### config.mk
export PLATFORM = sky130hd
export DESIGN_NAME = debounce_edge
export DESIGN_NICKNAME = d
export VERILOG_FILES = /design/src/rtl/debounce_pkg.sv /design/src/rtl/debounce_edge_stable_counter.sv /design/src/rtl/debounce_edge.sv
export SDC_FILE = /design/constraint.sdc
export NUM_CORES = 1
export LEC_CHECK = 0
export ABC_CLOCK_PERIOD_IN_PS = 2500
export CORE_MARGIN = 2
export CORE_UTILIZATION = 52
export CTS_CLUSTER_SIZE = 30
export DETAILED_ROUTE_END_ITERATION = 7
export PLACE_DENSITY = 0.82
export SLEW_MARGIN = 20
export SYNTH_ARGS = -nofsm -noshare
export SYNTH_HDL_FRONTEND = slang
export SYNTH_SLANG_ARGS = --single-unit
### constraint.sdc
create_clock -name clk -period 2.5 [get_ports clk]
set_input_delay 0.625 -clock clk [delete_from_list [all_inputs] [get_ports clk]]
set_output_delay 0.625 -clock clk [all_outputs]
set_load 0.02 [all_outputs]
### src/rtl/debounce_pkg.sv
// debounce_pkg: shared types and helpers for the debounce_edge block.
//   db_state_t   - debounce FSM state encoding
//   cnt_width()  - width of the stability counter for a given STABLE_CYCLES
package debounce_pkg;

  typedef enum logic [1:0] {
    STABLE_LOW  = 2'd0,
    CHK_HIGH    = 2'd1,
    STABLE_HIGH = 2'd2,
    CHK_LOW     = 2'd3
  } db_state_t;

  // The counter must be able to hold values up to STABLE_CYCLES.
  // It is never narrower than one bit.
  function automatic int cnt_width(input int cycles);
    if (cycles < 1) begin
      return 1;
    end
    return $clog2(cycles + 1);
  endfunction

endpackage

### src/rtl/debounce_edge_stable_counter.sv
// stable_counter: counts consecutive samples of a candidate level.
// Ports:
//   clk      - system clock, posedge
//   reset    - synchronous active-high reset, count -> 0
//   clr      - synchronous clear, count -> 0 (wins over en)
//   en       - increment the count by one
//   at_limit - high while count == STABLE_CYCLES-1. The sample taken in
//              that state is the STABLE_CYCLES-th consecutive one.
module stable_counter
  import debounce_pkg::*;
#(
  parameter int STABLE_CYCLES = 4
) (
  input  logic clk,
  input  logic reset,
  input  logic clr,
  input  logic en,
  output logic at_limit
);

  localparam int W = cnt_width(STABLE_CYCLES);
  localparam logic [W-1:0] LIMIT = W'(STABLE_CYCLES - 1);

  logic [W-1:0] count;

  always_ff @(posedge clk) begin
    if (reset || clr) begin
      count <= '0;
    end else if (en) begin
      count <= count + W'(1);
    end
  end

  // With STABLE_CYCLES=1, LIMIT is 0. at_limit is then always high, so
  // the first differing sample is accepted immediately.
  assign at_limit = (count == LIMIT);

endmodule

### src/rtl/debounce_edge.sv
// debounce_edge: glitch filter and edge detector for an already
// synchronized input. A new level is accepted only after STABLE_CYCLES
// consecutive identical samples.
// Ports:
//   clk        - system clock, posedge
//   reset      - synchronous active-high reset (dominates all inputs)
//   sync_in    - synchronized input level
//   clear      - synchronous clear of edge_count only
//   db_out     - debounced level (registered)
//   rise_pulse - one-cycle pulse after an accepted 0->1 change (registered)
//   fall_pulse - one-cycle pulse after an accepted 1->0 change (registered)
//   edge_count - saturating count of accepted rises (registered)
module debounce_edge
  import debounce_pkg::*;
#(
  parameter int STABLE_CYCLES = 4,
  parameter int CNT_BITS      = 8
) (
  input  logic                clk,
  input  logic                reset,
  input  logic                sync_in,
  input  logic                clear,
  output logic                db_out,
  output logic                rise_pulse,
  output logic                fall_pulse,
  output logic [CNT_BITS-1:0] edge_count
);

  db_state_t state;
  logic      at_limit;
  logic      cnt_en;
  logic      cnt_clr;
  logic      low_side;
  logic      candidate;
  logic      rise_accept;
  logic      fall_accept;

  // low_side: the FSM is in STABLE_LOW or CHK_HIGH, so the accepted level
  // is 0. candidate: the current sample differs from the accepted level.
  assign low_side    = (state == STABLE_LOW) || (state == CHK_HIGH);
  assign candidate   = low_side ? sync_in : ~sync_in;
  assign rise_accept = low_side && sync_in && at_limit;
  assign fall_accept = !low_side && !sync_in && at_limit;

  // The counter advances on every differing sample until acceptance.
  // It drops to zero on a matching sample or when a level is accepted.
  always_comb begin
    cnt_en  = 1'b0;
    cnt_clr = 1'b1;
    if (candidate && !at_limit) begin
      cnt_en  = 1'b1;
      cnt_clr = 1'b0;
    end
  end

  stable_counter #(
    .STABLE_CYCLES(STABLE_CYCLES)
  ) u_stable_counter (
    .clk     (clk),
    .reset   (reset),
    .clr     (cnt_clr),
    .en      (cnt_en),
    .at_limit(at_limit)
  );

  always_ff @(posedge clk) begin
    if (reset) begin
      state      <= STABLE_LOW;
      db_out     <= 1'b0;
      rise_pulse <= 1'b0;
      fall_pulse <= 1'b0;
      edge_count <= '0;
    end else begin
      rise_pulse <= 1'b0;
      fall_pulse <= 1'b0;

      case (state)
        STABLE_LOW: begin
          if (rise_accept) begin
            state      <= STABLE_HIGH;
            db_out     <= 1'b1;
            rise_pulse <= 1'b1;
          end else if (sync_in) begin
            state <= CHK_HIGH;
          end
        end
        CHK_HIGH: begin
          if (!sync_in) begin
            state <= STABLE_LOW;
          end else if (rise_accept) begin
            state      <= STABLE_HIGH;
            db_out     <= 1'b1;
            rise_pulse <= 1'b1;
          end
        end
        STABLE_HIGH: begin
          if (fall_accept) begin
            state      <= STABLE_LOW;
            db_out     <= 1'b0;
            fall_pulse <= 1'b1;
          end else if (!sync_in) begin
            state <= CHK_LOW;
          end
        end
        CHK_LOW: begin
          if (sync_in) begin
            state <= STABLE_HIGH;
          end else if (fall_accept) begin
            state      <= STABLE_LOW;
            db_out     <= 1'b0;
            fall_pulse <= 1'b1;
          end
        end
        default: begin
          state <= STABLE_LOW;
        end
      endcase

      // clear beats a coincident rise. A saturated count holds at all ones.
      if (clear) begin
        edge_count <= '0;
      end else if (rise_accept && (edge_count != '1)) begin
        edge_count <= edge_count + CNT_BITS'(1);
      end
    end
  end

endmodule

==> summary.txt <==
Die
  • Die Width: 42.3 microns
  • IO Pins: 15
  • Core area: around 1300 sq um
  • Die H: approximately 42 microns
  • Row Count: 13
  • Initial core utilization: 57.1%
  • Die footprint: about 1800 sq um

Logic synthesis
  • Synth Register Bits: 16
  • Share of the synthesized area in the top cell type: a little over two fifths
  • Post-Syn Area: around 760 sq um
  • Synth top cells by count: dfxtp_1, nor2_1
  • Mapped Cells: between 80 and 90
  • Netlist cell types: 30
  • Async S/R FF share, synth: 0%
  • Top_reg_cell synth: dfxtp_1
  • Syn_area_per_cell: 8.96 sq um
  • Syn_nets: 95
  • Leading post-synthesis cells by cell area: dfxtp_1, ha_1, a21oi_1
  • Sequential share of the synthesized area: ~42%
  • Synth warnings: 0
  • Cell with the most instances after synthesis: dfxtp_1
  • Post-synth EDFFs: 0
  • Yosys top cell by area: dfxtp_1

CTS
  • Clock Latency Late Sink: ~300 ps
  • Post-CTS Hold Buffers: 0
  • # Post-CTS Setup Buffers: 0
  • Clock Sinks: 16
  • H-tree levels: 1
  • Resize count post-CTS: 0
  • Clock tree buffer depth: 2
  • CTS tree: yes
  • Root buf cell: clkbuf_4
  • CTS clk-pin slew, worst paths: approximately 100 ps
  • TritonCTS Buffers: 3

Cells and area
  • Core Util, Final: 72.0%
  • Area of the multi-input gates: 418 sq um
  • N_diodes: 0
  • Layout cells sized above 1: 10.8%
  • Register area: roughly 320 sq um
  • Final nets: between 100 and 150
  • Fillers: between 100 and 150
  • Area Overhead vs Synth: 25.9%

Timing
  • Slew at the pin with the worst max-slew slack: 350 ps
  • Unrepaired setup endpoints after global routing: no
  • Max frequency: between 400 and 500 MHz
  • Setup-failing EPs final: 0
  • TNS Setup: 0 ps
  • Fin. max-slew vios: 0
  • Fin crit share: between 80% and 90%
  • Slew HR: about three quarters
  • Clock skew: about 6.2 ps
  • Hold Fails Final Rpt: 0
  • Tmin final: around 2100 ps

Job
  • Max-Cap Viols: 0

Global routing
  • First-pass GRT wire length: about 2600 microns
  • Largest net degree at the start of global routing: 10
  • Overall routing resource usage: 19.0%
  • Total grt overflow: 0
  • Initial antenna violation count: 0
  • Number of global-route vias before repair: 632

Drt
  • DRC Markers: 0
  • Detailed Route WL: about 1500 microns
  • Post-DR wirelength/cell: ~13 microns
  • Drt first pass iters: 4
  • Starting DRC count in detailed routing: 8
  • Via Count: 682
  • ANT nets after route: 0
  • Drt via density: a little under 6

Setup path
  • Crit-path cells: clkdlybuf4s50_1
  • Crit Path Category: register to output pin
  • CP Buf/Inv Count: 1
  • CP required: 1880 ps
  • Crit-path max cell delay: about 660 ps
  • CP Max Fanout: 9
  • Critical Path AT: about 1500 ps
  • Crit-path leading delay family: buffers and inverters
  • Worst Setup Start Kind: register
  • Slowest-stage cell, CP: clkdlybuf4s50_1
  • Crit. End Element: output pin

Power and ir drop
  • Peak supply drop: 0.291 mV
  • Leak pwr: between 0.3 and 0.4 nW
  • P per Cell Area: 480 nW/um^2

Placed design
  • GPL Wtd Cong: 0.789
  • Dpl hpwl: roughly 1200 microns
  • PortBufs: 14

Worst hold path
  • Hold Crit Class: register to register

Status
  • Status: complete, no violations
[power breakdown]
group / total [mW] / leakage [nW] / internal (mW) / switching, mW
clock network: 0.177 / 0.0210 / 0.0890 / 0.0876
registers: 0.259 / 0.129 / 0.257 / 0.00186
logic: 0.0243 / 0.217 / 0.0120 / 0.0122
total: 0.460 / 0.367 / 0.358 / 0.102
[layout make-up]
type / count / share of cell area, %
multi-input cells: 63 / 43.5
flip-flops and latches: 16 / 33.4
repair buffers: 16 / 16.2
clock buffers: 4 / 3.78
well taps: 15 / 1.96
inverters: 3 / 1.17
[per-stage QoR]
stage	instance area (sq um)	cells	hold WS, ps	worst slack (ps)	power [mW]
after floorplan	762	85	406	835	0.278
after global placement	923	113	417	304	0.289
after detailed placement	923	113	423	266	0.290
after CTS	960	117	437	441	0.463
after global routing	960	117	460	380	0.478
final	960	117	435	427	0.460
[flip-flops by register name, summed over array words and instances (netlist names)]
signal                  count
db_out                      1
fall_pulse                  1
edge_count                  8
rise_pulse                  1
u_stable_counter.count      3
state                       2
[final timing paths]
kind | from | slack (ps) | depth (start not counted) | to
max | edge_count[3] | 430 | 1 | edge_count[3]
min | u_stable_counter.count[0] | 430 | 1 | u_stable_counter.count[0]
max reg2reg | u_stable_counter.count[0] | 780 | 6 | edge_count[5]
min reg2reg | u_stable_counter.count[0] | 430 | 1 | u_stable_counter.count[0]
[worst register-to-register path: stages, from the launching register on]
cell and delay, ps:
dfxtp_1 350, ha_1 170, ha_1 260, and2_4 220, nand4_4 130, or3_1 370, o211a_1 130
[cells by family (layout without fill, tap and decap cells)]
family,Yosys count,count (layout),share of synthesized area [%]
buffers and inverters,6,23,3.12
AND/OR/NAND/NOR,40,40,30.2
adder cells (fa/ha/maj),6,6,9.85
AO/OA/AOI/OAI,16,16,13.6
flip-flops,16,16,42.0
XOR/XNOR,1,1,1.15
[layer usage]
layer  vias to the layer above  track usage [%]  wire [microns]
met5                         -                0               0
met4                         0             11.9              42
met3                         5             4.31              64
met2                        16             29.2             679
met1                       316             23.8             730
li1                        345                -               -
[cell usage in the layout, fill, tap and decap left out, types with 2 or more instances in the layout]
cell type,instances
dfxtp_1,16
clkdlybuf4s50_1,14
nor2_1,7
nand3_1,6
nand2_1,6
a21oi_1,6
ha_1,6
nor3_1,5
inv_1,3
o21ai_0,3
clkbuf_4,3
nand4_1,2
or3_1,2
nor4b_1,2
nor4_1,2
nor2b_1,2
buf_4,2
No activity file was read; power rests on OpenSTA's default activity.
